--- config.mk ---
export PLATFORM = sky130hd
export DESIGN_NAME = phase_accum_gen
export DESIGN_NICKNAME = d
export VERILOG_FILES = /design/src/rtl/phase_accum_gen.sv
export SDC_FILE = /design/constraint.sdc
export NUM_CORES = 1
export LEC_CHECK = 0
export BUFFER_PORTS_ARGS = -buffer_cell sky130_fd_sc_hd__buf_2
export CAP_MARGIN = 20
export CORE_ASPECT_RATIO = 2
export CORE_MARGIN = 2
export CORE_UTILIZATION = 60
export CTS_CLUSTER_SIZE = 40
export DETAILED_ROUTE_END_ITERATION = 12
export GPL_TIMING_DRIVEN = 0
export PLACE_DENSITY_LB_ADDON = 0.08
export SETUP_SLACK_MARGIN = 0.5
export SKIP_CTS_REPAIR_TIMING = 1
export SLEW_MARGIN = 20
export SYNTH_ARGS = -nofsm -noshare
export SYNTH_HDL_FRONTEND = slang
export SYNTH_SLANG_ARGS = --single-unit
--- constraint.sdc ---
create_clock -name clk -period 11.7 [get_ports clk]
set_input_delay 1.755 -clock clk [delete_from_list [all_inputs] [get_ports clk]]
set_output_delay 1.755 -clock clk [all_outputs]
set_load 0.005 [all_outputs]
--- src/rtl/phase_accum_gen.sv ---
// phase_accum_gen: per-operator phase generator for the OPL3 operator pipeline.
// Converts fnum/block/mult/vibrato settings into a phase increment and
// accumulates it into a per-operator phase word held in an internal memory.
// After reset the memory is cleared one address per cycle before requests
// are accepted.
//
// Ports:
//   clk, reset                 clock, synchronous active-high reset
//   sample_clk_en              one-cycle strobe per sample period (vibrato clock)
//   op_valid                   operator request strobe (accepted when ready=1)
//   bank_num, op_num           operator identity
//   fnum, block, mult          frequency number, octave, multiplier code
//   vib, dvb                   vibrato enable, deep vibrato select
//   key_on                     zero this operator's phase instead of advancing it
//   ready                      high when requests are accepted
//   out_valid                  result strobe, 3 cycles after the accepted request
//   out_bank, out_op           operator identity of the result
//   phase_inc                  increment used for this result
//   phase_out                  top PHASE_OUT_WIDTH bits of the updated accumulator
module phase_accum_gen #(
    parameter int unsigned NUM_BANKS       = 2,
    parameter int unsigned NUM_OPS         = 18,
    parameter int unsigned FNUM_WIDTH      = 10,
    parameter int unsigned BLOCK_WIDTH     = 3,
    parameter int unsigned PHASE_ACC_WIDTH = 20,
    parameter int unsigned PHASE_OUT_WIDTH = 10,
    parameter int unsigned VIB_STEP_LOG2   = 10
) (
    input  logic                         clk,
    input  logic                         reset,
    input  logic                         sample_clk_en,
    input  logic                         op_valid,
    input  logic [$clog2(NUM_BANKS)-1:0] bank_num,
    input  logic [$clog2(NUM_OPS)-1:0]   op_num,
    input  logic [FNUM_WIDTH-1:0]        fnum,
    input  logic [BLOCK_WIDTH-1:0]       block,
    input  logic [3:0]                   mult,
    input  logic                         vib,
    input  logic                         dvb,
    input  logic                         key_on,
    output logic                         ready,
    output logic                         out_valid,
    output logic [$clog2(NUM_BANKS)-1:0] out_bank,
    output logic [$clog2(NUM_OPS)-1:0]   out_op,
    output logic [PHASE_ACC_WIDTH-1:0]   phase_inc,
    output logic [PHASE_OUT_WIDTH-1:0]   phase_out
);

    localparam int unsigned BANK_W  = $clog2(NUM_BANKS);
    localparam int unsigned OP_W    = $clog2(NUM_OPS);
    localparam int unsigned DEPTH   = NUM_BANKS * NUM_OPS;
    localparam int unsigned ADDR_W  = $clog2(DEPTH);
    localparam int unsigned VIB_W   = 3 + VIB_STEP_LOG2;
    localparam int unsigned FEFF_W  = FNUM_WIDTH + 1;
    localparam int unsigned SHIFT_W = FEFF_W + (1 << BLOCK_WIDTH) - 1;
    localparam int unsigned PROD_W  = SHIFT_W + 5;

    typedef enum logic {CLEAR, RUN} state_t;

    typedef struct packed {
        logic [BANK_W-1:0] bank;
        logic [OP_W-1:0]   op;
        logic [ADDR_W-1:0] addr;
        logic              key_on;
    } tag_t;

    // Multiplier code to twice the multiplier (code 0 means x0.5).
    function automatic logic [4:0] mult_x2(input logic [3:0] m);
        logic [4:0] r;
        case (m)
            4'h0:        r = 5'd1;
            4'hA, 4'hB:  r = 5'd20;
            4'hC, 4'hD:  r = 5'd24;
            4'hE, 4'hF:  r = 5'd30;
            default:     r = {m, 1'b0};
        endcase
        return r;
    endfunction

    state_t               state;
    logic [ADDR_W-1:0]    clr_addr;
    logic [VIB_W-1:0]     vib_cnt;
    logic                 accept;
    logic [ADDR_W-1:0]    req_addr;

    logic                 p0_valid, p1_valid, p2_valid;
    tag_t                 p0_tag, p1_tag, p2_tag;
    logic [FNUM_WIDTH-1:0]  p0_fnum;
    logic [BLOCK_WIDTH-1:0] p0_block;
    logic [3:0]           p0_mult;
    logic                 p0_vib, p0_dvb;
    logic [2:0]           p0_pos;

    logic [FNUM_WIDTH-1:0] vib_d;
    logic [FNUM_WIDTH-1:0] vib_mag;
    logic [FEFF_W-1:0]     fnum_eff;

    logic [SHIFT_W-1:0]    p1_shifted;
    logic [4:0]            p1_mx2;
    logic [PROD_W-1:0]     prod;

    logic [PHASE_ACC_WIDTH-1:0] p2_inc, p2_acc, mem_rd, acc_new;
    logic [PHASE_ACC_WIDTH-1:0] mem [DEPTH];

    assign accept   = op_valid && ready;
    assign req_addr = ADDR_W'(bank_num) * ADDR_W'(NUM_OPS) + ADDR_W'(op_num);

    // Control FSM: sweep the phase memory to zero, then accept requests.
    always_ff @(posedge clk) begin
        if (reset) begin
            state    <= CLEAR;
            clr_addr <= '0;
            ready    <= 1'b0;
        end else begin
            case (state)
                CLEAR: begin
                    if (clr_addr == ADDR_W'(DEPTH - 1)) begin
                        state <= RUN;
                        ready <= 1'b1;
                    end else begin
                        clr_addr <= clr_addr + ADDR_W'(1);
                    end
                end
                RUN:     ready <= 1'b1;
                default: state <= CLEAR;
            endcase
        end
    end

    // Stage 1 vibrato: triangle offset on fnum; magnitude never exceeds fnum>>7,
    // so the subtraction cannot underflow.
    always_comb begin
        vib_d   = p0_dvb ? (p0_fnum >> 7) : (p0_fnum >> 8);
        vib_mag = '0;
        case (p0_pos[1:0])
            2'd1, 2'd3: vib_mag = vib_d >> 1;
            2'd2:       vib_mag = vib_d;
            default:    vib_mag = '0;
        endcase
        if (!p0_vib) begin
            vib_mag = '0;
        end
        fnum_eff = p0_pos[2] ? ({1'b0, p0_fnum} - {1'b0, vib_mag})
                             : ({1'b0, p0_fnum} + {1'b0, vib_mag});
    end

    assign prod    = PROD_W'(p1_shifted) * PROD_W'(p1_mx2);
    assign acc_new = p2_tag.key_on ? '0 : p2_acc + p2_inc;

    // Valid chain, vibrato counter and registered outputs.
    always_ff @(posedge clk) begin
        if (reset) begin
            vib_cnt   <= '0;
            p0_valid  <= 1'b0;
            p1_valid  <= 1'b0;
            p2_valid  <= 1'b0;
            out_valid <= 1'b0;
            out_bank  <= '0;
            out_op    <= '0;
            phase_inc <= '0;
            phase_out <= '0;
        end else begin
            if (sample_clk_en) begin
                vib_cnt <= vib_cnt + VIB_W'(1);
            end
            p0_valid  <= accept;
            p1_valid  <= p0_valid;
            p2_valid  <= p1_valid;
            out_valid <= p2_valid;
            if (p2_valid) begin
                out_bank  <= p2_tag.bank;
                out_op    <= p2_tag.op;
                phase_inc <= p2_inc;
                phase_out <= acc_new[PHASE_ACC_WIDTH-1 -: PHASE_OUT_WIDTH];
            end
        end
    end

    // Datapath registers; validity is tracked separately so these need no reset.
    always_ff @(posedge clk) begin
        if (accept) begin
            p0_tag.bank   <= bank_num;
            p0_tag.op     <= op_num;
            p0_tag.addr   <= req_addr;
            p0_tag.key_on <= key_on;
            p0_fnum       <= fnum;
            p0_block      <= block;
            p0_mult       <= mult;
            p0_vib        <= vib;
            p0_dvb        <= dvb;
            p0_pos        <= vib_cnt[VIB_W-1 -: 3];
        end
        p1_tag     <= p0_tag;
        p1_shifted <= SHIFT_W'(fnum_eff) << p0_block;
        p1_mx2     <= mult_x2(p0_mult);
        p2_tag     <= p1_tag;
        p2_inc     <= PHASE_ACC_WIDTH'(prod >> 1);
        p2_acc     <= mem_rd;
    end

    // Phase memory: one read (stage 1) and one write (clear sweep or stage 3).
    always_ff @(posedge clk) begin
        mem_rd <= mem[p0_tag.addr];
        if (!reset) begin
            if (state == CLEAR) begin
                mem[clr_addr] <= '0;
            end else if (p2_valid) begin
                mem[p2_tag.addr] <= acc_new;
            end
        end
    end

endmodule

# ---- Yosys cells after proc, flatten, opt, wreduce, memory -nomap -nowiden
# Memory sizes are Yosys's and may differ from the RTL's. A register that Yosys moved wholly into a read port is not among the register bits.
# Cells that the tools add are included.
dict set report op_classes {
  add_sub_neg 6
  multipliers 2
  n_eq_ne 11
  shifts 1
  mux 20
  bitwise 2
  reduce_logical 8
}
# cell count
set op_table {}
lappend op_table {{two-way mux 20 bit} 2}
lappend op_table {{equality test 4 bit, second input constant} 6}
lappend op_table {{multiplier 18 x 5 -> 21 bit} 1}
lappend op_table {{adder 20 bit} 1}
lappend op_table {{one-hot mux 5 bit (4 select lines)} 1}
lappend op_table {{OR reduction 20 bit} 1}
lappend op_table {{left shift 11 x 3 -> 18 bit} 1}
lappend op_table {{adder 13 x 1 -> 13 bit, second input constant} 1}
lappend op_table {{adder 10 x 10 -> 11 bit} 1}
lappend op_table {{two-way mux 1 bit} 11}
lappend op_table {{two-way mux 11 bit} 1}
lappend op_table {{subtractor 10 x 10 -> 11 bit} 1}
lappend op_table {{two-way mux 10 bit} 1}
lappend op_table {{OR reduction 2 bit} 4}
lappend op_table {{adder 6 x 1 -> 6 bit, second input constant} 1}
lappend op_table {{adder 6 x 5 -> 6 bit} 1}
lappend op_table {{equality test 6 bit, second input constant} 1}
lappend op_table {{two-way mux 6 bit} 1}
lappend op_table {{one-hot mux 3 bit (2 select lines)} 1}
lappend op_table {{multiplier 1 x 4 -> 5 bit, second input constant} 1}
lappend op_table {{equality test 2 bit, second input constant} 2}
lappend op_table {{zero test 4 bit} 1}
lappend op_table {{two-way mux 3 bit} 1}
lappend op_table {{equality test 2 x 1 -> 1 bit, second input constant} 1}
lappend op_table {{5 further kinds} 6}
dict set report totals {
  ff_bits 185
  mem_bits_rw 720
  inputBits 30
  output_inout_bits 38
  word_cells 85
  mem_count 1
}
# name depth width read_ports rd_clocked_by_memory_dff write_ports line
set memory_table {}
lappend memory_table {mem 36 20 1 1 1 103} ;# logic [PHASE_ACC_WIDTH-1:0] mem [DEPTH];

# ---- Logic depth before layout (Yosys ltp)
dict set report depth {
  depth_word 7
  ltp_mapped 18
  ltp_nobuf 18
}

# ---- Worst setup path before layout
# OpenSTA, ideal clock, no wires.
dict set report synth_timing {
  path_kind {input -> register}
  from {input port reset}
  to {memory mem[0][3], data pin}
  setup_ns 0.475
  t_arrival_ns 3.776
  required_time_ns 11.225
  slack_ns 7.450
  path_stages 5
  path_buffers 2
  cell_sequence {nor2b_1 clkbuf_1 nand3_1 clkbuf_1 nor3_1}
}
dict set report synth_between {
  elab_chain_cells 4
}
# element line
set synth_rtl {}
lappend synth_rtl {{start, declared} 30} ;# input logic reset,
lappend synth_rtl {{two-way mux 1 bit} 204} ;# if (!reset) begin
lappend synth_rtl {{two-way mux 1 bit (not written as such)} 208} ;# mem[p2_tag.addr] <= acc_new;
lappend synth_rtl {{OR reduction 20 bit (no line)} n/a}
lappend synth_rtl {{two-way mux 20 bit (no line)} n/a}
lappend synth_rtl {{end, declared} 103}
# Every way passes these cells.

# ---- Worst setup path in the final report
dict set report layout_timing {
  from {register p1_mx2[3]}
  to {register p2_inc[16]}
}
dict set report layout_between {
  elab_chain_cells 1
}
# element line
set layout_rtl {}
lappend layout_rtl {{start, declared} 99} ;# logic [4:0] p1_mx2;
lappend layout_rtl {{start signal, assigned} 195} ;# p1_mx2 <= mult_x2(p0_mult);
lappend layout_rtl {{multiplier 18 x 5 -> 21 bit} 147} ;# assign prod = PROD_W'(p1_shifted) * PROD_W'(p1_mx2);
lappend layout_rtl {{via prod[17]} 100} ;# logic [PROD_W-1:0] prod;
lappend layout_rtl {{end signal, assigned} 197} ;# p2_inc <= PHASE_ACC_WIDTH'(prod >> 1);
lappend layout_rtl {{end, declared} 102} ;# logic [PHASE_ACC_WIDTH-1:0] p2_inc, p2_acc, mem_rd, acc_new;
# The timed path passes the listed nets, and every way through them passes these cells.
# A chain may end at the register's enable or synchronous reset.

==> results.yml <==
cts:
  clk_pin_slew_ns: 0.07
  cts_tree: "done"
  cts_sinks: 922
  numCtsBuffers: 78
  htreeDepth: 3
  cts_root_buffer: "clkbuf_16"
  clockBufferDepth: 3
  clkLatencyLatePin_ns: 0.64
die:
  initial_core_util_pct: 60.51
  row_count: 130
  ios: 68
  coreArea_um2: 62620
  die_w_um: 181.7
  die_h_um: 359.4
  die_area_um2: 65300
critical_path:
  critPathSlowestCell: "dfxtp_1"
  crit_buf_inv: 2
  cp-end-kind: "register"
  critPathLaunchType: "register"
  criticalPathCategory: "register to register"
  cp_top_family: "adder cells"
  max_stage_delay_ns: 0.58
  crit_chain: "clkbuf_1 > nand2_1 > fa_1 > fa_1 > fa_1 > inv_1 > ha_1 > o21ai_0 > o21bai_1 > a221oi_1 > o311ai_0 > a21oi_1 > o221ai_1 > xor2_1"
  path_common_cell: "fa_1"
  critPathRequiredTime_ns: 12.21
  crit_fanout: 10
  cp.arrival_ns: 5.63
power:
  power.leakage_uw: 0.01305
  irDropWorstVdd_uv: 176.1
  power_uw: 6249
  p_per_area_nw_per_um2: 146.0
route:
  vias: 19780
  vias_per_cell: 6.184
  wirelength_um: 87860
  post_drt_wl_per_cell_um: 27.47
  drtPass1Iterations: 5
  drt_iter0_markers: 1258
  ant_nets: 0
  drc: 0
logic_synthesis:
  syn-num-nets: 2307
  ys.flop_type: "edfxtp_1"
  synthesis.area_um2: 37890
  yosysTopAreaCell: "edfxtp_1"
  synth.distinct_cells: 67
  synth.top_cell.area_share_pct: 59.75
  ys_seq_elements: 922
  synth-edff-count: 754
  synthArstFlopShare_pct: 0
  synth_warnings: 0
  synth_area_leaders: "edfxtp_1, mux4_2, dfxtp_1, fa_1, ha_1"
  ys_seq_area_share_pct: 68.63
  synthCells: 2165
  avgSynthCellArea_um2: 17.50
place:
  dp_hpwl_um: 62850
  gp_congestion: 0.8959
  portBuffers: 66
  placed_cells: 3056
sta:
  setup_viol: 0
  setup_tns_ns: 0
  worst_slew_pin_slew_ns: 1.160
  final.setup_skew_ns: 0.02709
  clock.fmax_ghz: 0.1954
  hold_violations: 0
  final-max-slew-violation-count: 0
  maxSlewHeadroom_pct: 22.68
  timing.final.crit_share_pct: 43.74
  grt_setup_unrepaired: "false"
  fin_crit_ns: 5.118
global_route:
  grt_usage_pct: 27.66
  grt_util_met2_pct: 54.22
  gr-usage-met1_pct: 27.76
  overflow: 0
  first_global_vias: 21300
  use_met3_pct: 3.485
  top_usage_layer: "met2"
  grt_pass1_wl_um: 131100
  antenna_found_initial: 0
  grt_max_degree: 37
job:
  drv_cap: 0
finish:
  diodes: 0
  final_nets: 2486
  fillerInstances: 4042
  synthToLayoutAreaGrowth_pct: 12.98
  drive_gt1_share_pct: 22.49
  finalNonFillerCells: 3198
outcome:
  outcome: "complete, no violations"
hold_path:
  min_path_type: "register to register"
-- metal layers --
layer  vias to the layer above  part of all wire (%)
met5                         -                     0
met4                         0                   5.7
met3                       227                   4.2
met2                       614                    58
met1                     10220                    32
li1                       8716                     -
-- layout make-up --
| type | instances | area [um2] | share of cell area [%] |
|---|---|---|---|
| Multi-Input combinational cell | 1059 | 11540 | 26.96 |
| Clock buffer | 92 | 2090 | 4.881 |
| Tap cell | 792 | 991.0 | 2.315 |
| Timing Repair Buffer | 99 | 953.4 | 2.227 |
| Inverter | 90 | 337.8 | 0.7891 |
| Buffer | 94 | 381.6 | 0.8914 |
| Clock inverter | 50 | 510.5 | 1.192 |
| Sequential cell | 922 | 26000 | 60.75 |
-- stage by stage --
step	instance area, um2	utilization [%]	hold slack [ns]	setup slack (ns)
finish	42810	68.36	0.3086	6.582
global route	42810	68.36	0.3204	6.320
CTS	42810	68.36	0.3031	6.499
detailed placement	40210	64.21	0.3121	6.554
global placement	39210	62.62	0.3107	5.646
floorplan	37890	-	0.3096	7.450
-- cell usage after synthesis (all sizes together) (5+ instances only) --
| master | n |
|---|---|
| a211oi | 5 |
| a21o | 14 |
| a21oi | 39 |
| a31oi | 11 |
| and2 | 62 |
| and3 | 6 |
| buf | 26 |
| clkbuf | 68 |
| dfxtp | 168 |
| edfxtp | 754 |
| fa | 49 |
| ha | 63 |
| inv | 90 |
| mux2 | 9 |
| mux2i | 61 |
| mux4 | 222 |
| nand2 | 119 |
| nand2b | 11 |
| nand3 | 17 |
| nand3b | 6 |
| nand4 | 11 |
| nor2 | 132 |
| nor2b | 14 |
| nor3 | 7 |
| o21a | 9 |
| o21ai | 57 |
| o21bai | 5 |
| or3 | 6 |
| xnor2 | 36 |
| xor2 | 27 |
-- logic make-up after synthesis --
family / after synthesis / share of synthesized area (%)
simple gates: 406 / 5.065
fa+ha+maj: 112 / 4.669
flops: 922 / 68.63
buf+inv: 184 / 1.889
compound gates: 186 / 3.210
xor+xnor: 63 / 1.456
mux: 292 / 15.08
-- placed cells by master, fill, tap and decap left out, drive strengths merged, types with 10 or more instances in the layout --
| master | n |
|---|---|
| mux4 | 222 |
| buf | 125 |
| nor2b | 14 |
| ha | 63 |
| clkbuf | 160 |
| a31oi | 11 |
| o21ai | 57 |
| nand2b | 11 |
| nand4 | 11 |
| and2 | 62 |
| xnor2 | 36 |
| edfxtp | 754 |
| clkinv | 28 |
| a21oi | 39 |
| nand2 | 119 |
| mux2i | 61 |
| fa | 49 |
| nor2 | 132 |
| inv | 93 |
| a21o | 14 |
| nand3 | 17 |
| clkinvlp | 10 |
| dfxtp | 168 |
| xor2 | 27 |
-- registers in the layout, indices dropped and copies added (netlist names), 6 cells and up --
| signal | flops |
|---|---|
| vib_cnt | 13 |
| p2_tag | 12 |
| mem_rd | 20 |
| mem | 720 |
| p2_acc | 20 |
| p0_tag | 12 |
| p1_shifted | 18 |
| p1_tag | 12 |
| clr_addr | 6 |
| phase_out | 10 |
| p0_fnum | 10 |
| phase_inc | 20 |
| p2_inc | 20 |
-- where the power goes --
part / switching, uW / internal [uW] / total (uW)
clock network: 1180 / 1490 / 2670
logic: 35.1 / 21.9 / 57.0
registers: 5.99 / 3520 / 3520
total: 1220 / 5030 / 6250
-- final timing paths --
kind,startpoint,endpoint,slack [ns],cells after the start
worst max-delay path,p1_mx2[3],p2_inc[16],6.58,14
worst min-delay path,mem_rd[5],p2_acc[5],0.31,0
worst max register to register,p1_mx2[3],p2_inc[16],6.58,14
worst min register to register,mem_rd[5],p2_acc[5],0.31,0
-- worst register-to-register path, cell delays in order, from the launching register on --
cell and delay [ns]:
dfxtp_1 0.58, clkbuf_1 0.52, nand2_1 0.15, fa_1 0.55, fa_1 0.44, fa_1 0.50, inv_1 0.05, ha_1 0.32
o21ai_0 0.19, o21bai_1 0.11, a221oi_1 0.54, o311ai_0 0.24, a21oi_1 0.27, o221ai_1 0.19, xor2_1 0.33
(Power assumes the default switching activity.)
